<file path="config.mk">
export PLATFORM = sky130hd
export DESIGN_NAME = load_store_unit
export DESIGN_NICKNAME = d
export VERILOG_FILES = /design/src/rtl/load_store_unit.sv
export SDC_FILE = /design/constraint.sdc
export NUM_CORES = 1
export LEC_CHECK = 0
export BUFFER_PORTS_ARGS = -buffer_cell sky130_fd_sc_hd__buf_4
export CAP_MARGIN = 15
export CORE_ASPECT_RATIO = 1.5
export CORE_MARGIN = 5
export CORE_UTILIZATION = 40
export CTS_CLUSTER_DIAMETER = 60
export DETAILED_ROUTE_END_ITERATION = 7
export HOLD_SLACK_MARGIN = 0.12
export MAX_ROUTING_LAYER = met4
export PLACE_DENSITY_LB_ADDON = 0.2
export SETUP_SLACK_MARGIN = 0.02
export SLEW_MARGIN = 20
export SYNTH_ARGS = -nofsm -noshare
export SYNTH_HDL_FRONTEND = slang
export SYNTH_SLANG_ARGS = --single-unit
</file>
<file path="constraint.sdc">
create_clock -name clk -period 5.08 [get_ports clk]
set_input_delay 1.016 -clock clk [delete_from_list [all_inputs] [get_ports clk]]
set_output_delay 1.016 -clock clk [all_outputs]
set_load 0.03 [all_outputs]
</file>
<file path="src/rtl/load_store_unit.sv">
// Load/store unit: turns one execute-stage load/store request into a word-wide
// request/acknowledge memory access and returns a single-cycle response.
module load_store_unit #(
   parameter int ADDR_W         = 32,
   parameter int TIMEOUT_CYCLES = 255,
   parameter int CNT_W          = 8
) (
   input  logic              clk,
   input  logic              rst_n,
   input  logic              req_valid,
   output logic              req_ready,
   input  logic              req_we,
   input  logic [2:0]        req_load_type,
   input  logic [1:0]        req_store_type,
   input  logic [ADDR_W-1:0] req_addr,
   input  logic [31:0]       req_wdata,
   output logic              rsp_valid,
   output logic [31:0]       rsp_rdata,
   output logic              rsp_err,
   output logic              mem_req,
   output logic              mem_we,
   output logic [ADDR_W-1:0] mem_addr,
   output logic [3:0]        mem_wstrb,
   output logic [31:0]       mem_wdata,
   input  logic              mem_ack,
   input  logic [31:0]       mem_rdata
);

   typedef enum logic [1:0] {IDLE = 2'd0, ACCESS = 2'd1, RESP = 2'd2} state_t;

   // Last counter value before expiry; unused when TIMEOUT_CYCLES is 0.
   localparam logic [CNT_W-1:0] TO_LAST =
      CNT_W'((TIMEOUT_CYCLES == 0) ? 0 : TIMEOUT_CYCLES - 1);

   function automatic logic [3:0] store_strb(input logic [1:0] st, input logic [1:0] lane);
      logic [3:0] s;
      case (st)
         2'b00:   s = 4'b0001 << lane;
         2'b01:   s = lane[1] ? 4'b1100 : 4'b0011;
         2'b10:   s = 4'b1111;
         default: s = 4'b0000;
      endcase
      return s;
   endfunction

   function automatic logic [31:0] store_data(input logic [1:0] st, input logic [31:0] wd);
      logic [31:0] d;
      case (st)
         2'b00:   d = {4{wd[7:0]}};
         2'b01:   d = {2{wd[15:0]}};
         2'b10:   d = wd;
         default: d = 32'h0000_0000;
      endcase
      return d;
   endfunction

   function automatic logic [31:0] load_extract(input logic [2:0] lt, input logic [1:0] lane,
                                                input logic [31:0] w);
      logic [7:0]  b;
      logic [15:0] h;
      logic [31:0] r;
      case (lane)
         2'b00:   b = w[7:0];
         2'b01:   b = w[15:8];
         2'b10:   b = w[23:16];
         default: b = w[31:24];
      endcase
      h = lane[1] ? w[31:16] : w[15:0];
      case (lt)
         3'b000:  r = {{24{b[7]}}, b};
         3'b100:  r = {24'h00_0000, b};
         3'b001:  r = {{16{h[15]}}, h};
         3'b101:  r = {16'h0000, h};
         3'b010:  r = w;
         default: r = 32'h0000_0000;
      endcase
      return r;
   endfunction

   state_t            state_q;
   logic              req_ready_q, rsp_valid_q, rsp_err_q;
   logic [31:0]       rsp_rdata_q;
   logic              mem_req_q, mem_we_q;
   logic [ADDR_W-1:0] mem_addr_q;
   logic [3:0]        mem_wstrb_q;
   logic [31:0]       mem_wdata_q;
   logic [CNT_W-1:0]  cnt_q;
   logic [2:0]        ltype_q;
   logic [1:0]        lane_q;
   logic              legal_d, aligned_d;

   // Request decode: type legality and natural alignment.
   always_comb begin
      legal_d   = 1'b0;
      aligned_d = 1'b0;
      if (req_we) begin
         case (req_store_type)
            2'b00:   begin legal_d = 1'b1; aligned_d = 1'b1;                     end
            2'b01:   begin legal_d = 1'b1; aligned_d = ~req_addr[0];             end
            2'b10:   begin legal_d = 1'b1; aligned_d = (req_addr[1:0] == 2'b00); end
            default: begin legal_d = 1'b0; aligned_d = 1'b0;                     end
         endcase
      end else begin
         case (req_load_type)
            3'b000, 3'b100: begin legal_d = 1'b1; aligned_d = 1'b1;                     end
            3'b001, 3'b101: begin legal_d = 1'b1; aligned_d = ~req_addr[0];             end
            3'b010:         begin legal_d = 1'b1; aligned_d = (req_addr[1:0] == 2'b00); end
            default:        begin legal_d = 1'b0; aligned_d = 1'b0;                     end
         endcase
      end
   end

   // Transaction FSM with all outputs registered.
   always_ff @(posedge clk or negedge rst_n) begin
      if (!rst_n) begin
         state_q     <= IDLE;
         req_ready_q <= 1'b1;
         rsp_valid_q <= 1'b0;
         rsp_err_q   <= 1'b0;
         rsp_rdata_q <= 32'h0000_0000;
         mem_req_q   <= 1'b0;
         mem_we_q    <= 1'b0;
         mem_addr_q  <= '0;
         mem_wstrb_q <= 4'b0000;
         mem_wdata_q <= 32'h0000_0000;
         cnt_q       <= '0;
         ltype_q     <= 3'b000;
         lane_q      <= 2'b00;
      end else begin
         case (state_q)
            IDLE: begin
               if (req_valid) begin
                  req_ready_q <= 1'b0;
                  ltype_q     <= req_load_type;
                  lane_q      <= req_addr[1:0];
                  if (legal_d && aligned_d) begin
                     state_q     <= ACCESS;
                     mem_req_q   <= 1'b1;
                     mem_we_q    <= req_we;
                     mem_addr_q  <= {req_addr[ADDR_W-1:2], 2'b00};
                     mem_wstrb_q <= req_we ? store_strb(req_store_type, req_addr[1:0]) : 4'b0000;
                     mem_wdata_q <= req_we ? store_data(req_store_type, req_wdata) : 32'h0000_0000;
                     cnt_q       <= '0;
                  end else begin
                     state_q     <= RESP;
                     rsp_valid_q <= 1'b1;
                     rsp_err_q   <= 1'b1;
                     rsp_rdata_q <= 32'h0000_0000;
                  end
               end
            end
            ACCESS: begin
               // An ack in the expiring cycle completes the access normally.
               if (mem_ack) begin
                  state_q     <= RESP;
                  rsp_valid_q <= 1'b1;
                  rsp_err_q   <= 1'b0;
                  rsp_rdata_q <= mem_we_q ? 32'h0000_0000 : load_extract(ltype_q, lane_q, mem_rdata);
                  mem_req_q   <= 1'b0;
                  mem_we_q    <= 1'b0;
                  mem_wstrb_q <= 4'b0000;
                  mem_wdata_q <= 32'h0000_0000;
               end else if ((TIMEOUT_CYCLES != 0) && (cnt_q == TO_LAST)) begin
                  state_q     <= RESP;
                  rsp_valid_q <= 1'b1;
                  rsp_err_q   <= 1'b1;
                  rsp_rdata_q <= 32'h0000_0000;
                  mem_req_q   <= 1'b0;
                  mem_we_q    <= 1'b0;
                  mem_wstrb_q <= 4'b0000;
                  mem_wdata_q <= 32'h0000_0000;
                  cnt_q       <= cnt_q + 1'b1;
               end else begin
                  cnt_q <= cnt_q + 1'b1;
               end
            end
            RESP: begin
               state_q     <= IDLE;
               req_ready_q <= 1'b1;
               rsp_valid_q <= 1'b0;
               rsp_err_q   <= 1'b0;
               rsp_rdata_q <= 32'h0000_0000;
            end
            default: begin
               state_q     <= IDLE;
               req_ready_q <= 1'b1;
               rsp_valid_q <= 1'b0;
               rsp_err_q   <= 1'b0;
               mem_req_q   <= 1'b0;
            end
         endcase
      end
   end

   assign req_ready = req_ready_q;
   assign rsp_valid = rsp_valid_q;
   assign rsp_err   = rsp_err_q;
   assign rsp_rdata = rsp_rdata_q;
   assign mem_req   = mem_req_q;
   assign mem_we    = mem_we_q;
   assign mem_addr  = mem_addr_q;
   assign mem_wstrb = mem_wstrb_q;
   assign mem_wdata = mem_wdata_q;

endmodule

</file>
# Word level (Yosys, flattened, before mapping)
# Cells that the tools add are included.
# word_totals
ramBits	0
in_bits	106
reg_bits	118
latchBits	0
word_cells	115
n_memories	0
rom_bits	0
# classes
addsub	1
multipliers	0
n_reduce_logical	22
mux	55
n_div	0
magnitude_cmp	0
bitwise	3
n_shift	1
eq_ne	20
# ops
operator	count
$mux 32	9
$pmux 32 s3	2
$pmux 32 s5	1
$pmux 32 s2	1
$mux 4	6
$mux 8	3
$pmux 8 s3	1
$mux 1	16
$mux 16	1
$pmux 8 s2	1
$reduce_and 4->1	4
$eq 3x3->1 const B	4
$pmux 4 s3	1
$pmux 1 s3	3
$add 8x1->8 const B	1
$eq 8x8->1 const B	1
$logic_not 2->1	4
$mux 2	4
$ne 2x2->1 const B	4
$pmux 1 s2	4
$pmux 4 s2	1
$eq 2x1->1 const B	3
$eq 2x2->1 const B	3
$eq 3x1->1 const B	2
other kinds (14)	22

# Depth between registers and ports, before layout
# logic_depth
ltp_word	8
depth_mapped	7

# Worst setup path after synthesis
# OpenSTA, ideal clock, no wires.
# synth_timing
path_type	input port to flip-flop
start	input req_addr[1]
end	register mem_addr_q[10] (netlist: mem_addr[10])
path_stages	6
setup_time_ns	0.125
required_time_ns	4.955
path_slack_ns	2.302
path_buffers	3
arrival_time_ns	2.653
cell_sequence	buf_2 or3_1 buf_2 a311oi_4 buf_6 mux2_2
# synth_via
elab_chain_len	5
elab_cells_between_ends	6
classes_between	3 x mux; 3 x reduce/logical
# synth_rtl
element	line_no	source
start, declared	15	input logic [ADDR_W-1:0] req_addr,
$logic_not 2->1 (*)	100, 107	
$pmux 1 s3, on equally long branches	104, 97	
$mux 1 (*)	96	if (req_we) begin
$logic_and 1x1->1 (*)	136	if (legal_d && aligned_d) begin
$reduce_and 3->1 (no source line) (*)	-	
end signal, assigned	140	mem_addr_q <= {req_addr[ADDR_W-1:2], 2'b00};
end, declared	84	logic [ADDR_W-1:0] mem_addr_q;
# Every way passes the cells marked *; elsewhere a longest branch is shown, timed or not.
# A chain may end at the register's enable or synchronous reset.

# Worst setup path after layout
# layout_timing
start	input req_store_type[0]
end	register rsp_rdata_q[23] (netlist: rsp_rdata[23])
# layout_via
elab_chain_len	7
elab_cells_between_ends	11
classes_between	3 x eq/ne; 4 x mux; 4 x reduce/logical
# layout_rtl
element	line_no	source
start, declared	14	input logic [1:0] req_store_type,
$eq 2x2->1, or another cell as far along	97	case (req_store_type)
$reduce_or 3->1 (no source line)	-	
$mux 1	97	
$mux 1	96	
$logic_and 1x1->1 (*)	136	
$ne 2x2->1 (no source line) (*)	-	
$reduce_and 4->1 (no source line) (*)	-	
end signal, assigned	158	rsp_rdata_q <= mem_we_q ? 32'h0000_0000 : load_extract(ltype_q, lane_q, mem_rdata);
end, declared	82	logic [31:0] rsp_rdata_q;
# Marked as above.

==> reports/metrics.csv <==
stage,metric,value,unit
outcome,status,"complete, no violations",
timing,unrepaired setup endpoints after global routing,false,
cells_and_area,final antenna diode count,0,
die,Vert. Die Dim,156,um
grt,antenna violations before repair,0,
power_and_ir_drop,Gate power share,0.418,
min_path,Hold Path Class,reg2reg,
placement,Port-buffer cells,208,
critical_path,number of cells on the worst reg-to-reg path,4,
cts,depth of the CTS H-tree,4,
route,Remaining DRCs,0,
critical_path,"Arr. time, crit path",3180,ps
placement,pre-CTS setup slack,1850,ps
timing,fin crit period,2850,ps
placement,dpl hpwl,12600,um
route,length of the first detailed-routing pass in iterations,4,
die,Die Area,16800,um2
critical_path,element type at the critical path end,register,
power_and_ir_drop,total power per unit cell area,581,nW/um2
critical_path,launching point of the worst reg2reg path,state_q[1],
synthesis,number of synthesis warnings,0,
cts,number of CTS-inserted buffers,17,
timing,post-route worst setup slack,2230,ps
timing,final clock period utilization by the worst path,0.560,
synthesis,number of standard cells after synthesis,490,
die,area of the core region,14100,um2
grt,global-route met3 utilization,0.0450,
critical_path,Worst Path Required,5420,ps
die,top-level I/O count,211,
cts,CTS tree,done,
synthesis,post-synthesis sequential area ratio,0.516,
route,via count,4850,
min_path,hold path startpoint,mem_addr[26],
die,initial cell density of the core,0.407,
power_and_ir_drop,maximum VDD drop,0.283,mV
power_and_ir_drop,Net Sw Frac,0.386,
route,routed wire length per instance,18.9,um
cells_and_area,Nets,792,
timing,relative slew slack,0.267,
route,number of DRC markers after the initial detailed-route iteration,207,
synthesis,share of async-settable or async-resettable flops after synthesis,1.00,
grt,met2 GRT Util,0.338,
min_path,Hold Path Sink,mem_addr[26],
synthesis,area of the mapped netlist,5720,um2
synthesis,"Primary FF master, synth",sky130_fd_sc_hd__dfrtp_1,
route,count of antenna-violating nets left after detailed routing,0,
cts,"Setup Fix Bufs, Post-CTS",0,
grt,global-route wire length before repair,26400,um
grt,pin count of the biggest net entering global routing,55,
grt,aggregate global routing overflow,0,
cts,CTS Hold Bufs,0,
flow_run,reported max-cap violation count,0,
grt,vias in the first global route,5126,
timing,Max Transition Viols Final,0,
critical_path,kind of start point of the critical path,input port,
cts,clock latency reported for the late side of the worst-skew pair,410,ps
cts,buffer type at the clock tree root,sky130_fd_sc_hd__clkbuf_16,
critical_path,slack of the worst reg-to-reg path,2570,ps
critical_path,maximum net fanout on the critical path,25,
timing,Max Freq,0.351,GHz
cells_and_area,Layout area overhead,39.6,%
power_and_ir_drop,sequential cell fraction of total power,0.317,
critical_path,"Worst Path Class, Setup",in2reg,
critical_path,capture instance of the worst register-to-register path,rsp_rdata[23],
cts,Post-CTS Resized,0,
synthesis,number of synthesized flops with an enable pin,0,
power_and_ir_drop,Pleak,0.00379,uW
grt,Global Route Usage Sum,0.202,
timing,Worst-Margin Slew,1100,ps
grt,met1 routing resource usage after global routing,0.242,
route,total length of routed wires,16800,um
cts,clock slew at the register clock pins of the worst setup and hold paths,50,ps
synthesis,per-instance average area after synthesis,11.7,um2
power_and_ir_drop,net load switching power,1790,uW
timing,Worst Clk Skew,13.5,ps
cts,Max clock buf depth,2,
synthesis,number of synthesized register bits,118,
grt,layer with the highest usage,met2,
synthesis,count of different cell masters after synthesis,58,
timing,post-route setup TNS,0,ps
cts,Num Clock Sinks,118,
min_path,worst hold path cell count,1,
route,via-per-instance ratio,5.46,
power_and_ir_drop,total power,4640,uW
timing,final hold viol count,0,
power_and_ir_drop,internal power,2850,uW
cells_and_area,post-layout util,0.568,
die,total number of placement rows,53,
die,DIE WIDTH,108,um
cells_and_area,fraction of layout instances using a drive strength above 1,0.422,
power_and_ir_drop,clock network fraction of total power,0.265,
timing,setup violation total in the final timing report,0,
placement,Placer Congestion,0.840,
## sequential cells by signal (all words and copies together) (netlist names), 2 cells and up
signal,count
mem_wdata,32
rsp_rdata,32
mem_addr,30
cnt_q,8
mem_wstrb,4
ltype_q,3
lane_q,2
state_q,2
## how the worst max path moves through the flow
stage,end,from,cells past startpoint
floorplan,mem_addr[10],req_addr[1],6
global placement,rsp_rdata[22],req_store_type[0],5
detailed placement,rsp_rdata[19],req_store_type[0],5
CTS,rsp_rdata[23],req_store_type[0],5
global route,rsp_rdata[30],req_store_type[0],5
finish,rsp_rdata[23],req_store_type[0],5
## power groups by stage
stage | sequential [uW] | combinational, uW | clock [uW]
6_report | 1470 | 1940 | 1230
5_1_grt | 1510 | 2070 | 1300
4_1_cts | 1470 | 1960 | 1260
3_5_place_dp | 1490 | 1960 | 0
3_3_place_gp | 1470 | 1930 | 0
2_1_floorplan | 1950 | 780 | 0
## cells in the mapped netlist (2+ instances only)
| cell | n | share of area |
|---|---|---|
| sky130_fd_sc_hd__a221o_1 | 16 | 0.028 |
| sky130_fd_sc_hd__and3_1 | 2 | 0.0022 |
| sky130_fd_sc_hd__a2111oi_0 | 2 | 0.0031 |
| sky130_fd_sc_hd__a31o_2 | 4 | 0.0061 |
| sky130_fd_sc_hd__mux2i_1 | 39 | 0.068 |
| sky130_fd_sc_hd__ha_1 | 2 | 0.0044 |
| sky130_fd_sc_hd__o22ai_1 | 17 | 0.019 |
| sky130_fd_sc_hd__nor2_1 | 22 | 0.014 |
| sky130_fd_sc_hd__o21a_1 | 2 | 0.0026 |
| sky130_fd_sc_hd__a21o_1 | 2 | 0.0026 |
| sky130_fd_sc_hd__dfrtp_1 | 117 | 0.51 |
| sky130_fd_sc_hd__a221oi_1 | 2 | 0.0031 |
| sky130_fd_sc_hd__a22o_1 | 15 | 0.023 |
| sky130_fd_sc_hd__a2bb2oi_1 | 8 | 0.012 |
| sky130_fd_sc_hd__a32o_1 | 18 | 0.031 |
| sky130_fd_sc_hd__nor4_1 | 2 | 0.0022 |
| sky130_fd_sc_hd__inv_1 | 15 | 0.0098 |
| sky130_fd_sc_hd__clkbuf_1 | 21 | 0.014 |
| sky130_fd_sc_hd__nand2_1 | 15 | 0.0098 |
| sky130_fd_sc_hd__a21oi_1 | 20 | 0.017 |
| sky130_fd_sc_hd__a211oi_1 | 9 | 0.012 |
| sky130_fd_sc_hd__or3_1 | 2 | 0.0022 |
| sky130_fd_sc_hd__buf_6 | 3 | 0.0059 |
| sky130_fd_sc_hd__mux2_2 | 33 | 0.065 |
| sky130_fd_sc_hd__buf_4 | 5 | 0.0066 |
| sky130_fd_sc_hd__nor2b_1 | 2 | 0.0022 |
| sky130_fd_sc_hd__o221ai_1 | 7 | 0.011 |
| sky130_fd_sc_hd__nand3_1 | 2 | 0.0017 |
| sky130_fd_sc_hd__nand4bb_1 | 2 | 0.0039 |
| sky130_fd_sc_hd__nand2b_1 | 2 | 0.0022 |
| sky130_fd_sc_hd__o21ai_0 | 28 | 0.024 |
| sky130_fd_sc_hd__buf_1 | 5 | 0.0033 |
| sky130_fd_sc_hd__nor3_1 | 13 | 0.011 |
| sky130_fd_sc_hd__buf_2 | 7 | 0.0061 |
| sky130_fd_sc_hd__xnor2_1 | 6 | 0.0092 |
## layout by cell type (no fill, tap or decap), drive strengths merged, types with 4 or more instances in the layout
| cell | netlist | final |
|---|---|---|
| a32o | 18 | 18 |
| nand2 | 15 | 15 |
| a21oi | 20 | 20 |
| nor3 | 13 | 13 |
| a221o | 16 | 16 |
| inv | 15 | 16 |
| a31o | 4 | 4 |
| clkinv | 1 | 5 |
| nor2 | 22 | 22 |
| o22ai | 17 | 17 |
| dfrtp | 117 | 117 |
| a2bb2oi | 8 | 8 |
| a211oi | 9 | 9 |
| clkbuf | 21 | 21 |
| xnor2 | 6 | 6 |
| a22o | 15 | 15 |
| mux2 | 34 | 34 |
| mux2i | 39 | 39 |
| o21ai | 28 | 28 |
| o221ai | 7 | 7 |
| buf | 20 | 215 |
## kinds of logic after synthesis
kind of cell / synth area share
AND/OR/NAND/NOR: 0.0671
other: 0.000656
XOR/XNOR: 0.0107
flip-flops: 0.516
AO/OA/AOI/OAI: 0.215
buffers and inverters: 0.0461
multiplexers: 0.139
adder cells (fa/ha/maj): 0.00437
## per-stage QoR
step | hold slack (ps) | instance area, um2 | std cells
2_1_floorplan | 503 | 5720 | 491
3_3_place_gp | 472 | 7380 | 857
3_5_place_dp | 481 | 7380 | 857
4_1_cts | 494 | 7990 | 889
5_1_grt | 516 | 7990 | 889
6_report | 489 | 7990 | 889
## layer usage
layer | routed length [um] | part of all wire | vias to the layer above
met2 | 8700 | 0.52 | 186
met5 | 0 | 0 | -
met1 | 6720 | 0.40 | 2382
met4 | 271 | 0.016 | 0
li1 | - | - | 2260
met3 | 1080 | 0.065 | 22
## worst max-delay path, stage by stage
cell and delay, ps:
sky130_fd_sc_hd__buf_4 180, sky130_fd_sc_hd__or3_1 490, sky130_fd_sc_hd__and4_4 260, sky130_fd_sc_hd__o311ai_4 920, sky130_fd_sc_hd__a221o_1 290
## final cells by class
type,instances,area (um2)
inverters,16,60.1
multi-input cells,316,2510
clock buffers,21,460
clock inverters,11,149
flip-flops and latches,118,2950
fillers,1259,6070
well taps,192,240
repair buffers,215,1610
(Power assumes the default switching activity.)
